===== src/rtl/tdc_meas_ctrl.sv =====
// Measurement-run controller for a TDC: clears the TDC, drives the modulation square wave,
// then streams per-sample results (or, with TDC_CTRL_AVG_EN defined, one accumulated sum).
module tdc_meas_ctrl #(
  parameter int MOD_W = 16,
  parameter int NS_W  = 8,
  parameter int D_W   = 11
) (
  input  logic                clk,
  input  logic                rst,
  input  logic                start,
  input  logic [MOD_W-1:0]    mod_half,
  input  logic [NS_W-1:0]     n_samples,
  input  logic [MOD_W-1:0]    timeout_cyc,
  output logic                mod,
  output logic                tdc_rst_n,
  input  logic [D_W-1:0]      frac_part,
  input  logic [D_W-1:0]      int_part,
  input  logic                wrena,
  output logic                res_valid,
  input  logic                res_ready,
  output logic [D_W+NS_W-1:0] res_frac,
  output logic [D_W+NS_W-1:0] res_int,
  output logic [NS_W-1:0]     res_idx,
  output logic                busy,
  output logic                done,
  output logic                timeout_err,
  output logic                overrun
);

  localparam int R_W = D_W + NS_W;

  typedef enum logic [1:0] {IDLE, CLEAR, RUN, DRAIN} state_t;

  state_t state, state_nx;

  logic [MOD_W-1:0] mod_half_q, timeout_q, mod_cnt, to_cnt;
  logic [NS_W-1:0]  n_q, cnt;
  logic             clr_cnt, mod_q, tdc_en_q;
  logic [R_W-1:0]   res_frac_q, res_int_q;
  logic [NS_W-1:0]  res_idx_q;
  logic             res_valid_q, done_q, tmo_q, overrun_q;
  logic             accept, xfer, last, timed_out;

`ifdef TDC_CTRL_AVG_EN
  logic [R_W-1:0]   sum_frac, sum_int;
`endif

  // NOTE: every signal written here gets a default first so no path leaves it unassigned,
  // which is what keeps this block from inferring latches.
  always_comb begin
    accept    = (state == RUN) && wrena;
    xfer      = res_valid_q && res_ready;
    last      = accept && ((NS_W+1)'(cnt) + (NS_W+1)'(1) == (NS_W+1)'(n_q));
    timed_out = (state == RUN) && !wrena && (timeout_q != '0) &&
                (to_cnt + MOD_W'(1) == timeout_q);

    state_nx = state;
    case (state)
      IDLE:    if (start) state_nx = CLEAR;
      CLEAR:   if (clr_cnt) state_nx = RUN;
      RUN: begin
        if (timed_out)   state_nx = IDLE;
        else if (last)   state_nx = DRAIN;
      end
      DRAIN:   if (!res_valid_q) state_nx = IDLE;
      default: state_nx = IDLE;
    endcase

    busy        = (state != IDLE);
    tdc_rst_n   = tdc_en_q && (state != CLEAR);
    mod         = mod_q;
    res_valid   = res_valid_q;
    res_frac    = res_frac_q;
    res_int     = res_int_q;
    res_idx     = res_idx_q;
    done        = done_q;
    timeout_err = tmo_q;
    overrun     = overrun_q;
  end

  // NOTE: sequential state uses non-blocking assignments so every register samples
  // pre-edge values regardless of statement order.
  always_ff @(posedge clk) begin
    if (!rst) state <= IDLE;
    else      state <= state_nx;
  end

  // NOTE: the result registers are ordinary flops, not a memory, so they are reset
  // along with everything else to present zeros after reset.
  always_ff @(posedge clk) begin
    if (!rst) begin
      mod_half_q  <= '0;
      timeout_q   <= '0;
      n_q         <= '0;
      cnt         <= '0;
      mod_cnt     <= '0;
      to_cnt      <= '0;
      clr_cnt     <= 1'b0;
      mod_q       <= 1'b0;
      tdc_en_q    <= 1'b0;
      res_frac_q  <= '0;
      res_int_q   <= '0;
      res_idx_q   <= '0;
      res_valid_q <= 1'b0;
      done_q      <= 1'b0;
      tmo_q       <= 1'b0;
      overrun_q   <= 1'b0;
`ifdef TDC_CTRL_AVG_EN
      sum_frac    <= '0;
      sum_int     <= '0;
`endif
    end else begin
      tdc_en_q <= 1'b1;
      done_q   <= 1'b0;

      if (state == IDLE && start) begin
        mod_half_q <= (mod_half == '0) ? MOD_W'(1) : mod_half;
        n_q        <= (n_samples == '0) ? NS_W'(1) : n_samples;
        timeout_q  <= timeout_cyc;
        cnt        <= '0;
        tmo_q      <= 1'b0;
        overrun_q  <= 1'b0;
      end

      clr_cnt <= (state == CLEAR) ? ~clr_cnt : 1'b0;

      // Counting only while staying in RUN keeps mod low on both the entry and exit edges.
      if (state == RUN && state_nx == RUN) begin
        if (mod_cnt + MOD_W'(1) == mod_half_q) begin
          mod_cnt <= '0;
          mod_q   <= ~mod_q;
        end else begin
          mod_cnt <= mod_cnt + MOD_W'(1);
        end
      end else begin
        mod_cnt <= '0;
        mod_q   <= 1'b0;
      end

      if (state == RUN && !wrena) to_cnt <= to_cnt + MOD_W'(1);
      else                        to_cnt <= '0;

      if (accept) cnt <= cnt + NS_W'(1);

`ifdef TDC_CTRL_AVG_EN
      if (state == CLEAR) begin
        sum_frac <= '0;
        sum_int  <= '0;
      end else if (accept) begin
        sum_frac <= sum_frac + R_W'(frac_part);
        sum_int  <= sum_int + R_W'(int_part);
      end

      if (last) begin
        res_frac_q  <= sum_frac + R_W'(frac_part);
        res_int_q   <= sum_int + R_W'(int_part);
        res_idx_q   <= cnt;
        res_valid_q <= 1'b1;
      end else if (xfer) begin
        res_valid_q <= 1'b0;
      end
`else
      // A slot is free when empty or when its current result leaves on this same edge.
      if (accept && (!res_valid_q || res_ready)) begin
        res_frac_q  <= R_W'(frac_part);
        res_int_q   <= R_W'(int_part);
        res_idx_q   <= cnt;
        res_valid_q <= 1'b1;
      end else begin
        if (accept) overrun_q   <= 1'b1;
        if (xfer)   res_valid_q <= 1'b0;
      end
`endif

      if (timed_out) begin
        tmo_q       <= 1'b1;
        res_valid_q <= 1'b0;
      end

      if (state == DRAIN && !res_valid_q) done_q <= 1'b1;
    end
  end

endmodule

===== config.mk =====
export PLATFORM = sky130hd
export DESIGN_NAME = tdc_meas_ctrl
export DESIGN_NICKNAME = d
export VERILOG_FILES = /design/src/rtl/tdc_meas_ctrl.sv
export SDC_FILE = /design/constraint.sdc
export NUM_CORES = 1
export LEC_CHECK = 0
export ABC_AREA = 0
export CAP_MARGIN = 20
export CORE_MARGIN = 8
export CORE_UTILIZATION = 35
export CTS_BUF_LIST = sky130_fd_sc_hd__clkbuf_4 sky130_fd_sc_hd__clkbuf_8 sky130_fd_sc_hd__clkbuf_16
export DETAILED_ROUTE_END_ITERATION = 10
export PLACE_DENSITY = 0.64
export SYNTH_ARGS = -nofsm -noshare
export SYNTH_HDL_FRONTEND = slang
export SYNTH_SLANG_ARGS = --single-unit
export TNS_END_PERCENT = 10

===== constraint.sdc =====
create_clock -name clk -period 2.8 [get_ports clk]
set_clock_uncertainty 0.15 [all_clocks]
set_input_delay 0.84 -clock clk [delete_from_list [all_inputs] [get_ports clk]]
set_output_delay 0.84 -clock clk [all_outputs]
set_load 0.01 [all_outputs]

# --- Yosys cells after proc, flatten, opt, wreduce, memory -nomap -nowiden ---
# Index checks and enable logic that the tools add are counted.
classes:
  add_sub_neg: 4
  n_eq_ne: 8
  n_mux: 19
  bitwise: 4
  reduce_logical: 27
op_table:
  columns: ["operator", "n"]
  rows:
  - ["$add A16 B1 Y16 const B", 2]
  - ["$eq A16 B16 Y1", 2]
  - ["$mux W8", 3]
  - ["$logic_not A16 Y1", 1]
  - ["$mux W16", 1]
  - ["$reduce_bool A16 Y1", 1]
  - ["$logic_and A1 B1 Y1", 11]
  - ["$mux W2", 5]
  - ["$add A8 B1 Y9 const B", 1]
  - ["$eq A9 B8 Y1", 1]
  - ["$mux W1", 9]
  - ["$add A8 B1 Y8 const B", 1]
  - ["$logic_not A8 Y1", 1]
  - ["$pmux W2 S4", 1]
  - ["$reduce_bool A2 Y1", 4]
  - ["$eq A2 B2 Y1 const B", 3]
  - ["$reduce_and A2 Y1", 3]
  - ["$not A1 Y1", 4]
  - ["$reduce_or A3 Y1", 1]
  - ["$eq A2 B1 Y1 const B", 1]
  - ["$logic_not A1 Y1", 2]
  - ["$logic_not A2 Y1", 1]
  - ["$ne A2 B1 Y1 const B", 1]
  - ["$reduce_or A2 Y1", 1]
  - ["$logic_or A1 B1 Y1", 1]
totals:
  register_bits: 119
  output_inout_bits: 53
  wordCells: 79

# --- Logic depth before layout (Yosys ltp) ---
# Gate-level depths: netlist (run 1).
logic_depth:
  depth_word: 10
  mapped_depth: 10
  mapped_depth_nobuf: 9

# --- Worst setup path before layout (run 1) ---
# No wires, ideal clock.
synth_timing:
  path_kind: "register to register"
  startpoint: "reg to_cnt[0]"
  endpoint: "reg mod_cnt[10]"
  setup_time_ps: 132
  arrival_ps: 2683
  required_ps: 2518
  path_slack_ps: -165
  stages_incl_launch_ff: 11
  synth_period_minus_slack_ps: 2965
  path_cell_list: "dfxtp_1 ha_1 nand3_1 nor4_1 xnor2_1 xor2_1 nand4_1 or4_1 nand2_1 clkbuf_1 nor3_1"
synth_via:
  elab_chain_len: 9
synth_rtl:
  columns: ["item", "line_no", "rtl"]
  rows:
  - ["start, declared", "36", "logic [MOD_W-1:0] mod_half_q, timeout_q, mod_cnt, to_cnt;"]
  - ["start signal, assigned", "140", "if (state == RUN && !wrena) to_cnt <= to_cnt + MOD_W'(1);"]
  - ["$add A16 B1 Y16", "55", "(to_cnt + MOD_W'(1) == timeout_q);"]
  - ["$eq A16 B16 Y1", "55", null]
  - ["$logic_and A1 B1 Y1", "54", "timed_out = (state == RUN) && !wrena && (timeout_q != '0) &&"]
  - ["$mux W2", "62", "if (timed_out) state_nx = IDLE;"]
  - ["$pmux W2 S4", "58", "case (state)"]
  - ["$eq A2 B2 Y1", "128", "if (state == RUN && state_nx == RUN) begin"]
  - ["$logic_and A1 B1 Y1", "128", null]
  - ["$not A1 Y1 (no source line)", null, null]
  - ["$reduce_or A3 Y1 (no source line)", null, null]
  - ["end signal, assigned", "133", "mod_cnt <= mod_cnt + MOD_W'(1);"]
  - ["end, declared", "36", null]
# No other way between the ends.
# A chain may end at the register's enable or synchronous reset.

# --- Worst setup path in the final report (run 1) ---
layout_timing:
  startpoint: "reg state[1]"
  endpoint: "out tdc_rst_n"
layout_via:
  elab_chain_len: 2
layout_rtl:
  columns: ["item", "line_no", "rtl"]
  rows:
  - ["start, declared", "34", "state_t state, state_nx;"]
  - ["start signal, assigned", "85", "else state <= state_nx;"]
  - ["$ne A2 B1 Y1", "70", "tdc_rst_n = tdc_en_q && (state != CLEAR);"]
  - ["$logic_and A1 B1 Y1", "70", null]
  - ["end, declared", "15", "output logic tdc_rst_n,"]
# No other way between the ends.

==> flow_summary.yaml, run 1 <==
outcome:
  status: "complete, no violations"
finish:
  nets: 889
  layout-area-overhead-vs-synth_pct: 40.0
  antenna_cells: 0
  fin_cells: 1048
  drive_gt1_share_pct: 13.2
drt:
  num_vias: 5058
  drtAntennaViolNets: 0
  first_pass_iters: 5
  routed_wl_um: 15200
  via_per_inst: 4.83
  drc_errors: 0
  wire_per_inst_um: 14.5
  drt_iter0_drc: 340
placement:
  hpwl_um: 11200
  place_congestion: 0.867
  dpl.cell_count: 1015
  port_buffers: 103
clock_tree:
  clk-insertion-delay-late_ns: 0.41
  numCtsBuffers: 17
  clk_pin_slew_ns: 0.05
  ctsHtreeMaxLevel: 4
  cts_root_buffer: "clkbuf_16"
  clockBufferDepth: 2
  clock-sinks: 119
  cts_tree: "built"
global_route:
  grt_usage_pct: 14.9
  grt_pass1_wl_um: 24100
  antenna_found_initial: 0
  grt_max_degree: 37
  grt_overflow: 0
  grt_pass1_vias: 4816
sta:
  period_minus_slack_ns: 2.72
  max_freq_ghz: 0.368
  setup_violations: 0
  period_share_pct: 97.1
  slew_viol_final: 0
  finalHoldViolCount: 0
critical_path:
  slowest_delay_ns: 0.59
  crit_type: "flop to output port"
  startpoint_type: "flop"
  end_kind: "output port"
  slowest_stage: "clkdlybuf4s50_1"
  worstPathRequired_ns: 1.81
  crit_family: "buffers and inverters"
  crit_chain: "inv_1 > a21boi_1 > clkdlybuf4s50_1"
  critPathMaxFanout: 7
  crit_buf_inv: 2
  arrival_ns: 1.73
synthesis:
  syn_inst: 687
  yosysUniqueCellTypes: 51
  yosys_warnings: 0
  ys_ff_latch: 119
  synth-edff-count: 0
  synth_top_area_share_pct: 41.9
  syn_area_um2: 5680
  yosysSeqAreaShare_pct: 41.9
  async_flop_share_pct: 0
  ys.flop_type: "dfxtp_1"
  avgSynthCellArea_um2: 8.27
  synth_top_cell_by_area: "dfxtp_1"
  synthTopCellsByArea: "dfxtp_1 42%, nand2_1 11%, a21boi_0 9.4%"
die:
  rows: 46
  die_w_um: 143
  start_util_pct: 35.8
  die_y_um: 143
  dieArea_um2: 20600
  ioPinCount: 120
  core-area_um2: 15900
job:
  max_cap_violations: 0
pwr:
  p_leak_nw: 2.80
  ir_drop_v: 0.000356
  power_mw: 4.54
  powerDensity_nw_per_um2: 571
hold_path:
  hold_path_class: "flop to flop"
repair_timing:
item	CTS	global route
setup buffers	0	1
gates resized for setup	2	22
pin swaps	0	4
setup endpoints to repair	18	18
hold buffers	0	0
cell usage in the layout (no fill, tap or decap), drive strengths merged, types with 5 or more instances in the layout:
cell type,count
nand2,170
dfxtp,119
clkdlybuf4s50,102
a21boi,71
buf,48
xnor2,35
xor2,32
nor2,31
nor3,29
clkbuf,25
nor4,21
nand3,18
conb,16
nand4,12
nor2b,11
o21ai,9
a21oi,9
inv,8
nor3b,6
a22oi,5
metal layers:
layer  share of wire (%)  vias up  track usage, %
met1                  47     2316            19.2
li1                    -     2568               -
met4                 1.5        0            5.81
met5                   0        -               0
met3                 7.8       23            5.54
met2                  44      151            22.2
power breakdown:
group | switching, mW | internal, mW
registers | 0.0435 | 1.74
clock network | 0.740 | 1.65
logic | 0.172 | 0.193
total | 0.955 | 3.58
metrics by stage:
stage | hold slack, ns | TNS (ns) | cell area, um^2 | utilization [%] | setup WS, ns
floorplan | 0.262 | -0.247 | 5750 | - | -0.0338
global placement | 0.282 | -1.52 | 7160 | 45.1 | -0.100
detailed placement | 0.292 | -1.43 | 7160 | 45.1 | -0.0928
CTS | 0.304 | -0.427 | 7820 | 49.3 | -0.0347
global route | 0.321 | -0.0525 | 7950 | 50.0 | -0.0242
finish | 0.303 | 0 | 7950 | 50.0 | 0.0809
worst paths after layout:
| path | from | slack (ns) | cells after the start | to |
|---|---|---|---|---|
| hold reg to reg | clr_cnt$_SDFF_PN0_ | 0.30 | 1 | clr_cnt$_SDFF_PN0_ |
| setup reg to reg | mod_cnt[1]$_SDFF_PP0_ | 0.13 | 9 | mod_cnt[11]$_SDFF_PP0_ |
| setup / recovery | state[1]$_SDFF_PN0_ | 0.08 | 3 | tdc_rst_n |
| hold / removal | clr_cnt$_SDFF_PN0_ | 0.30 | 1 | clr_cnt$_SDFF_PN0_ |
flip-flops by register name, indices dropped and copies added, names as in the netlist, 2 cells and up:
register    cells
mod_half_q     16
timeout_q      16
n_q             8
mod_cnt        16
to_cnt         16
res_idx         8
res_frac       11
cnt             8
state           2
res_int        11
layout make-up:
cell class                 count  area [um^2]
fill                        1529         7940
multi-input combinational    523         3170
sequential                   119         2390
timing repair buffer         150         1430
clock buffer                  25          523
tap                          216          270
clock inverter                 7          138
inverter                       8         30.0
cell usage after synthesis (2+ instances only):
master,n
nand2_1,170
dfxtp_1,119
a21boi_0,71
xnor2_1,35
xor2_1,32
nor2_1,30
nor3_1,29
clkbuf_1,25
nor4_1,20
buf_4,19
nand3_1,17
nand4_1,12
nor2b_1,11
a21oi_1,9
o21ai_0,9
inv_1,8
nor3b_1,6
a22oi_1,5
and3_1,4
buf_1,4
nand3b_1,4
o2111ai_1,4
and2_1,3
ha_1,3
nand2b_1,3
a211oi_1,2
a41oi_1,2
and3b_1,2
and4_1,2
buf_2,2
mux2i_1,2
o211a_1,2
or2_2,2
or3_1,2
cell families after synthesis:
group | count (synthesis) | synth area share, %
fa+ha+maj | 4 | 0.837
buf+inv | 60 | 5.42
other cells | 1 | 0.0660
simple gates | 323 | 26.5
xor+xnor | 67 | 10.3
compound gates | 111 | 14.6
flops | 119 | 41.9
mux | 2 | 0.353
Power figures use the tool's default switching activity.
==> inputs of run 2 (changes only) <==
CAP_MARGIN = 40   (was 20)
SLEW_MARGIN = 20   (was unset)
==> results of run 2 <==
The final DEF is identical to that of run 1; final timing and power are the same.
